[src/rtl/core_pkg.sv]
// core_pkg: shared widths, NOP encoding, if_id entry layout and fill-state encodings
package core_pkg;
  localparam int XLEN = 32;
  localparam int DEPTH = 2;
  localparam logic [XLEN-1:0] NOP_INSTR = 32'h00000013;
  typedef struct packed {
    logic [XLEN-1:0] pc;
    logic [XLEN-1:0] pc_plus_four;
    logic [XLEN-1:0] instr;
  } if_id_entry_t;
  typedef enum logic [1:0] {EMPTY = 2'd0, ONE = 2'd1, FULL = 2'd2} fill_state_e;
endpackage

[src/rtl/if_id_entry_ram.sv]
// if_id_entry_ram: 2-entry register array (clk, we, wr_ptr, wdata in; rd_ptr in, async rdata out)
module if_id_entry_ram import core_pkg::*; (
  input  logic                clk,
  input  logic                we,
  input  logic                wr_ptr,
  input  logic [3*XLEN-1:0]   wdata,
  input  logic                rd_ptr,
  output logic [3*XLEN-1:0]   rdata
);
  logic [3*XLEN-1:0] mem [DEPTH];
  always_ff @(posedge clk) if (we) mem[wr_ptr] <= wdata;
  assign rdata = mem[rd_ptr];
endmodule

[src/rtl/if_id_buffer.sv]
// if_id_buffer: 2-entry FWFT fetch->decode queue (in_* push side, out_* pop side, flush, occupancy)
module if_id_buffer import core_pkg::*; (
  input  logic            clk,
  input  logic            rst,
  input  logic            flush,
  input  logic            in_valid,
  output logic            in_ready,
  input  logic [XLEN-1:0] in_pc,
  input  logic [XLEN-1:0] in_pc_plus_four,
  input  logic [XLEN-1:0] in_instr,
  output logic            out_valid,
  input  logic            out_ready,
  output logic [XLEN-1:0] out_pc,
  output logic [XLEN-1:0] out_pc_plus_four,
  output logic [XLEN-1:0] out_instr,
  output logic [1:0]      occupancy
);
  fill_state_e state, next;
  logic rd_ptr, wr_ptr, push, pop;
  if_id_entry_t head;
  assign in_ready = state != FULL;
  assign out_valid = state != EMPTY;
  assign occupancy = state;
  assign push = in_valid & in_ready;
  assign pop = out_valid & out_ready;
  if_id_entry_ram u_ram (
    .clk    (clk),
    .we     (push & ~flush & ~rst),
    .wr_ptr (wr_ptr),
    .wdata  ({in_pc, in_pc_plus_four, in_instr}),
    .rd_ptr (rd_ptr),
    .rdata  (head)
  );
  always_ff @(posedge clk) begin
    if (rst || flush) begin
      state <= EMPTY;
      rd_ptr <= 1'b0;
      wr_ptr <= 1'b0;
    end else begin
      state <= next;
      if (push) wr_ptr <= ~wr_ptr;
      if (pop) rd_ptr <= ~rd_ptr;
    end
  end
  always_comb begin
    next = state;
    if (push && !pop) next = (state == EMPTY) ? ONE : FULL;
    else if (pop && !push) next = (state == FULL) ? ONE : EMPTY;
    out_pc = out_valid ? head.pc : '0;
    out_pc_plus_four = out_valid ? head.pc_plus_four : '0;
    out_instr = out_valid ? head.instr : NOP_INSTR;
  end
endmodule

[config.mk]
export PLATFORM = sky130hd
export DESIGN_NAME = if_id_buffer
export DESIGN_NICKNAME = d
export VERILOG_FILES = /design/src/rtl/core_pkg.sv /design/src/rtl/if_id_entry_ram.sv /design/src/rtl/if_id_buffer.sv
export SDC_FILE = /design/constraint.sdc
export NUM_CORES = 1
export LEC_CHECK = 0
export ABC_AREA = 1
export CAP_MARGIN = 20
export CORE_MARGIN = 2
export CORE_UTILIZATION = 40
export DETAILED_ROUTE_END_ITERATION = 8
export HOLD_SLACK_MARGIN = 0.06
export PLACE_DENSITY = 0.68
export SLEW_MARGIN = 20
export SYNTH_ARGS = -nofsm -noshare
export SYNTH_HDL_FRONTEND = slang
export SYNTH_SLANG_ARGS = --single-unit
[constraint.sdc]
create_clock -name clk -period 25.9 [get_ports clk]
set_input_delay 3.885 -clock clk [delete_from_list [all_inputs] [get_ports clk]]
set_output_delay 3.885 -clock clk [all_outputs]
set_load 0.02 [all_outputs]
Word-level counts from Yosys, hierarchy flattened:

Memory sizes are Yosys's and may differ from the RTL's. A register that Yosys moved wholly into a read port is not among the register bits.
Index checks and enable logic that the tools add are counted.
Widths: inputs -> output; s select.

* bitwise operators: 8
* muxes and demuxes: 11
* eq/ne operators: 2
* reductions and logical operators: 8

Operators with widths (number)
* $mux 32: 3
* $mux 2: 3
* $mux 1: 5
* $and 1x1->1: 4
* $not 1->1: 4
* $reduce_bool 2->1: 2
* $eq 2x2->1 const B: 1
* $logic_and 1x1->1: 2
* $logic_not 1->1: 2
* $logic_not 2->1: 1
* $ne 2x2->1 const B: 1
* $logic_or 1x1->1: 1

* output and inout port bits: 100
* input bits: 101
* memory bits (writable): 192
* bits in registers: 4
* memories kept: 1
* logic and storage cells: 33

Memory list
* u_ram.mem: words 2, width 96, read ports 1, clocked after memory_dff 1, write ports 1, RTL line if_id_entry_ram.sv:10 `logic [3*XLEN-1:0] mem [DEPTH];`

Depth between registers and ports, before layout:

* depth in word-level cells: 6
* gate-level depth with buffers: 9
* mapped depth without buffers: 9

Modules after synthesis:

A second synthesis with hierarchy kept.

* cells, all modules: 738
* area, all modules: 8358.0 um2

Modules (own cells, without submodules)
* if_id_entry_ram: area an instance 7008.0 um2, instances 1, cells an instance 506, sequential area each 5765.5 um2
* if_id_buffer: area an instance 1350.0 um2, instances 1, cells an instance 232, sequential area each 80.1 um2

Worst setup path before layout:

Ideal clock, no wire load.

* path kind: input -> register
* start point: in rst
* end point: mem u_ram.mem[1][0] (netlist bit) (enable)
* setup time: 669 ps
* buffers on the path: 0
* required time: 25231 ps
* stages on the path: 3
* slack: 14567 ps
* arrival: 10664 ps
* cells stage by stage: nor2_1 -> inv_1 -> nor3_1

* cells in the longest elaborated chain, start to end: 4

RTL lines
* from (decl): RTL line if_id_buffer.sv:4 `input logic rst,`
* $not 1->1: RTL line if_id_buffer.sv:28 `.we (push & ~flush & ~rst),`
* $and 1x1->1: RTL line if_id_buffer.sv:28
* $mux 1: RTL line if_id_entry_ram.sv:11 `always_ff @(posedge clk) if (we) mem[wr_ptr] <= wdata;`
* $mux 1 (not written as such): RTL line if_id_entry_ram.sv:11
* to (decl): RTL line if_id_entry_ram.sv:10

Every way passes these cells.

Worst setup path in the final report:

* start point: reg state[0] (netlist: occupancy[0])
* end point: out out_pc[5]

* cells in the longest elaborated chain, start to end: 2

RTL lines
* from (decl): RTL line if_id_buffer.sv:18 `fill_state_e state, next;`
* from (signal assigned): RTL line if_id_buffer.sv:40 `state <= next;`
* $reduce_bool 2->1: RTL line if_id_buffer.sv:22 `assign out_valid = state != EMPTY;`
* $mux 32: RTL line if_id_buffer.sv:49 `out_pc = out_valid ? head.pc : '0;`
* to (decl): RTL line if_id_buffer.sv:13 `output logic [XLEN-1:0] out_pc,`

Every way passes these cells.

==> metrics.cfg <==
[status]
status=finished clean

[clocking]
cts_buffers=17
ctsResizeCount=0
cts.clk_slew.worst_paths_ns=0.07
cts_tree=done
h-tree-depth=4
cts_root_buf=clkbuf_16
numClockSinks=197
clock_path_buffers=2
clk_latency_ns=0.42
cts_setup_buffers=0
postCtsHoldBufs=0

[grt]
grt_pass1_wl_um=25000
grt_pass1_vias=4964
groute.usage.overall_pct=16.1
grt_remaining_overflow=0
grt_start_max_net_pins=98
antenna_found_initial=0

[floorplanning]
core_area_mm2=0.0188
dieHeight_um=143
start_util_pct=41.0
die_area_mm2=0.0204
row_count=50
fp.dieW_um=143
pin_count=201

[setup_path]
path_class=flop to primary output
required_ns=22.01
start_kind=flop
r2r_setup_slack_ns=23.93
cp.arrival_ns=3.02
end_kind=primary output
critPathMaxFanout=49

[timing]
finalSetupTns_ns=0
final.min_clock_period_ns=6.90
rsz0062_at_grt=no
setup_viol=0
maxClockFrequency_ghz=0.145
maxSlewHeadroom_pct=32.8
min_period_over_period_pct=26.6
worst_slew_pin_slew_ns=1.01
drv_slew=0
skew_ns=0.00634
layout_setup_ws_ns=19.00
hold_violations=0

[placement]
placed_cells=982
dp_slack_ns=19.28
io_buffers=200
dp_hpwl_um=10200
gp_congestion=0.741

[route]
drc=0
drtIter0Drc=303
totalWireLength_um=16500
dr.pass1.iters=5
wl_per_cell_um=16.3
vias_per_cell=4.80
final_antenna_net_count=0
via_count=4858

[power]
p_leak_nw=3.45
vdd_drop_max_mv=0.0416
cellPowerDensity_mw_per_mm2=64.9

[synth]
yosys_warnings=0
netlist_area_mm2=0.00772
synth-seq-cells=197
avgSynthCellArea_um2=14.1
syn-num-nets=650
synth-seq-area-share_pct=76.0
synthDistinctLibCells=17
netlist_instances=548

[cells_and_area]
antenna_cells=0
fin_nets=844
final_cells=1013
final_layout_size_suffix_gt1_share_pct=14.7
area_growth_pct=35.3

[flow_run]
drv_cap=0

[hold_path]
hp-class=flop to flop

[power by group]
part / leakage [nW] / switching [mW] / internal [mW] / total, mW
sequential: 1.78 / 0.00198 / 0.357 / 0.359
clock: 0.272 / 0.109 / 0.141 / 0.250
combinational: 1.39 / 0.0372 / 0.0329 / 0.0700
[flip-flops by register name, indices dropped and copies added (netlist names), named ones only]
name,flops
occupancy,2
rd_ptr,1
u_ram.mem,192
wr_ptr,1
[path summary, 6_finish.rpt]
kind	start	cells past startpoint	to
worst max register to register	occupancy[0]	7	u_ram.mem[0][51]
worst max-delay path	occupancy[0]	6	out_pc[5]
worst min register to register	wr_ptr	2	wr_ptr
worst min-delay path	wr_ptr	2	wr_ptr
[critical path, cell delays in order (launching register included)]
cell             delay (ns)
dfxtp_1                0.34
inv_2                  0.08
nand2_4                0.10
inv_4                  0.53
buf_4                  0.70
a21oi_1                0.20
clkdlybuf4s50_1        0.59
[cells in the mapped netlist]
cell type / number / area (um^2)
a21oi_1: 27 / 135
buf_2: 12 / 60.1
nand2_4: 1 / 11.3
nor2_1: 4 / 15.0
inv_2: 3 / 11.3
a21oi_2: 70 / 613
nand3_1: 5 / 25.0
nand2_1: 201 / 754
o21ai_0: 1 / 5.00
inv_4: 1 / 6.26
ha_1: 1 / 12.5
dfxtp_1: 5 / 100
buf_6: 11 / 124
nor3_1: 1 / 5.00
edfxtp_1: 192 / 5770
buf_4: 8 / 60.1
inv_1: 5 / 18.8
[cells by family (layout without fill, tap and decap cells)]
kind of cell | count (synthesis) | in the layout | share of synthesized area, %
AND/OR/NAND/NOR | 212 | 212 | 10.5
adder cells (fa/ha/maj) | 1 | 1 | 0.162
buffers and inverters | 40 | 245 | 3.63
AO/OA/AOI/OAI | 98 | 98 | 9.75
flip-flops | 197 | 197 | 76.0
[layer usage]
layer	global-route usage (%)	up-vias	part of all wire [%]
li1	-	2313	-
met1	19.3	2364	41
met2	27.8	159	51
met3	4.76	22	6.4
met4	5.52	0	1.5
met5	0	-	0
[stage by stage]
step / hold WS (ns) / cell area (um^2) / util (%) / power, mW
2_1_floorplan: 0.444 / 7720 / - / 0.400
3_3_place_gp: 0.452 / 9860 / 52.4 / 0.434
3_5_place_dp: 0.482 / 9860 / 52.4 / 0.436
4_1_cts: 0.492 / 10400 / 55.3 / 0.685
5_1_grt: 0.518 / 10400 / 55.5 / 0.701
6_report: 0.498 / 10400 / 55.5 / 0.678
[cell type report]
| class | count | area (um^2) |
|---|---|---|
| Tap cell | 260 | 325 |
| Fill cell | 1510 | 8380 |
| Timing Repair Buffer | 206 | 2070 |
| Clock inverter | 12 | 129 |
| Sequential cell | 197 | 5870 |
| Inverter | 9 | 38.8 |
| Multi-Input combinational cell | 311 | 1590 |
| Clock buffer | 18 | 429 |
[cell usage in the layout (no fill, tap or decap)]
cell             count
a21oi_1             27
a21oi_2             70
buf_16               1
buf_4                5
bufinv_16            2
clkbuf_1             1
clkbuf_16           17
clkdlybuf4s50_1    200
clkinv_1             2
clkinv_2             2
clkinv_4             2
clkinvlp_4           1
dfxtp_1              4
dfxtp_4              1
edfxtp_1           192
ha_1                 1
inv_1                5
inv_2                2
inv_4                2
inv_6                3
nand2_1            201
nand2_4              1
nand3_1              5
nor2_1               3
nor2_4               1
nor3_2               1
o21ai_0              1
Power figures use the tool's default switching activity.
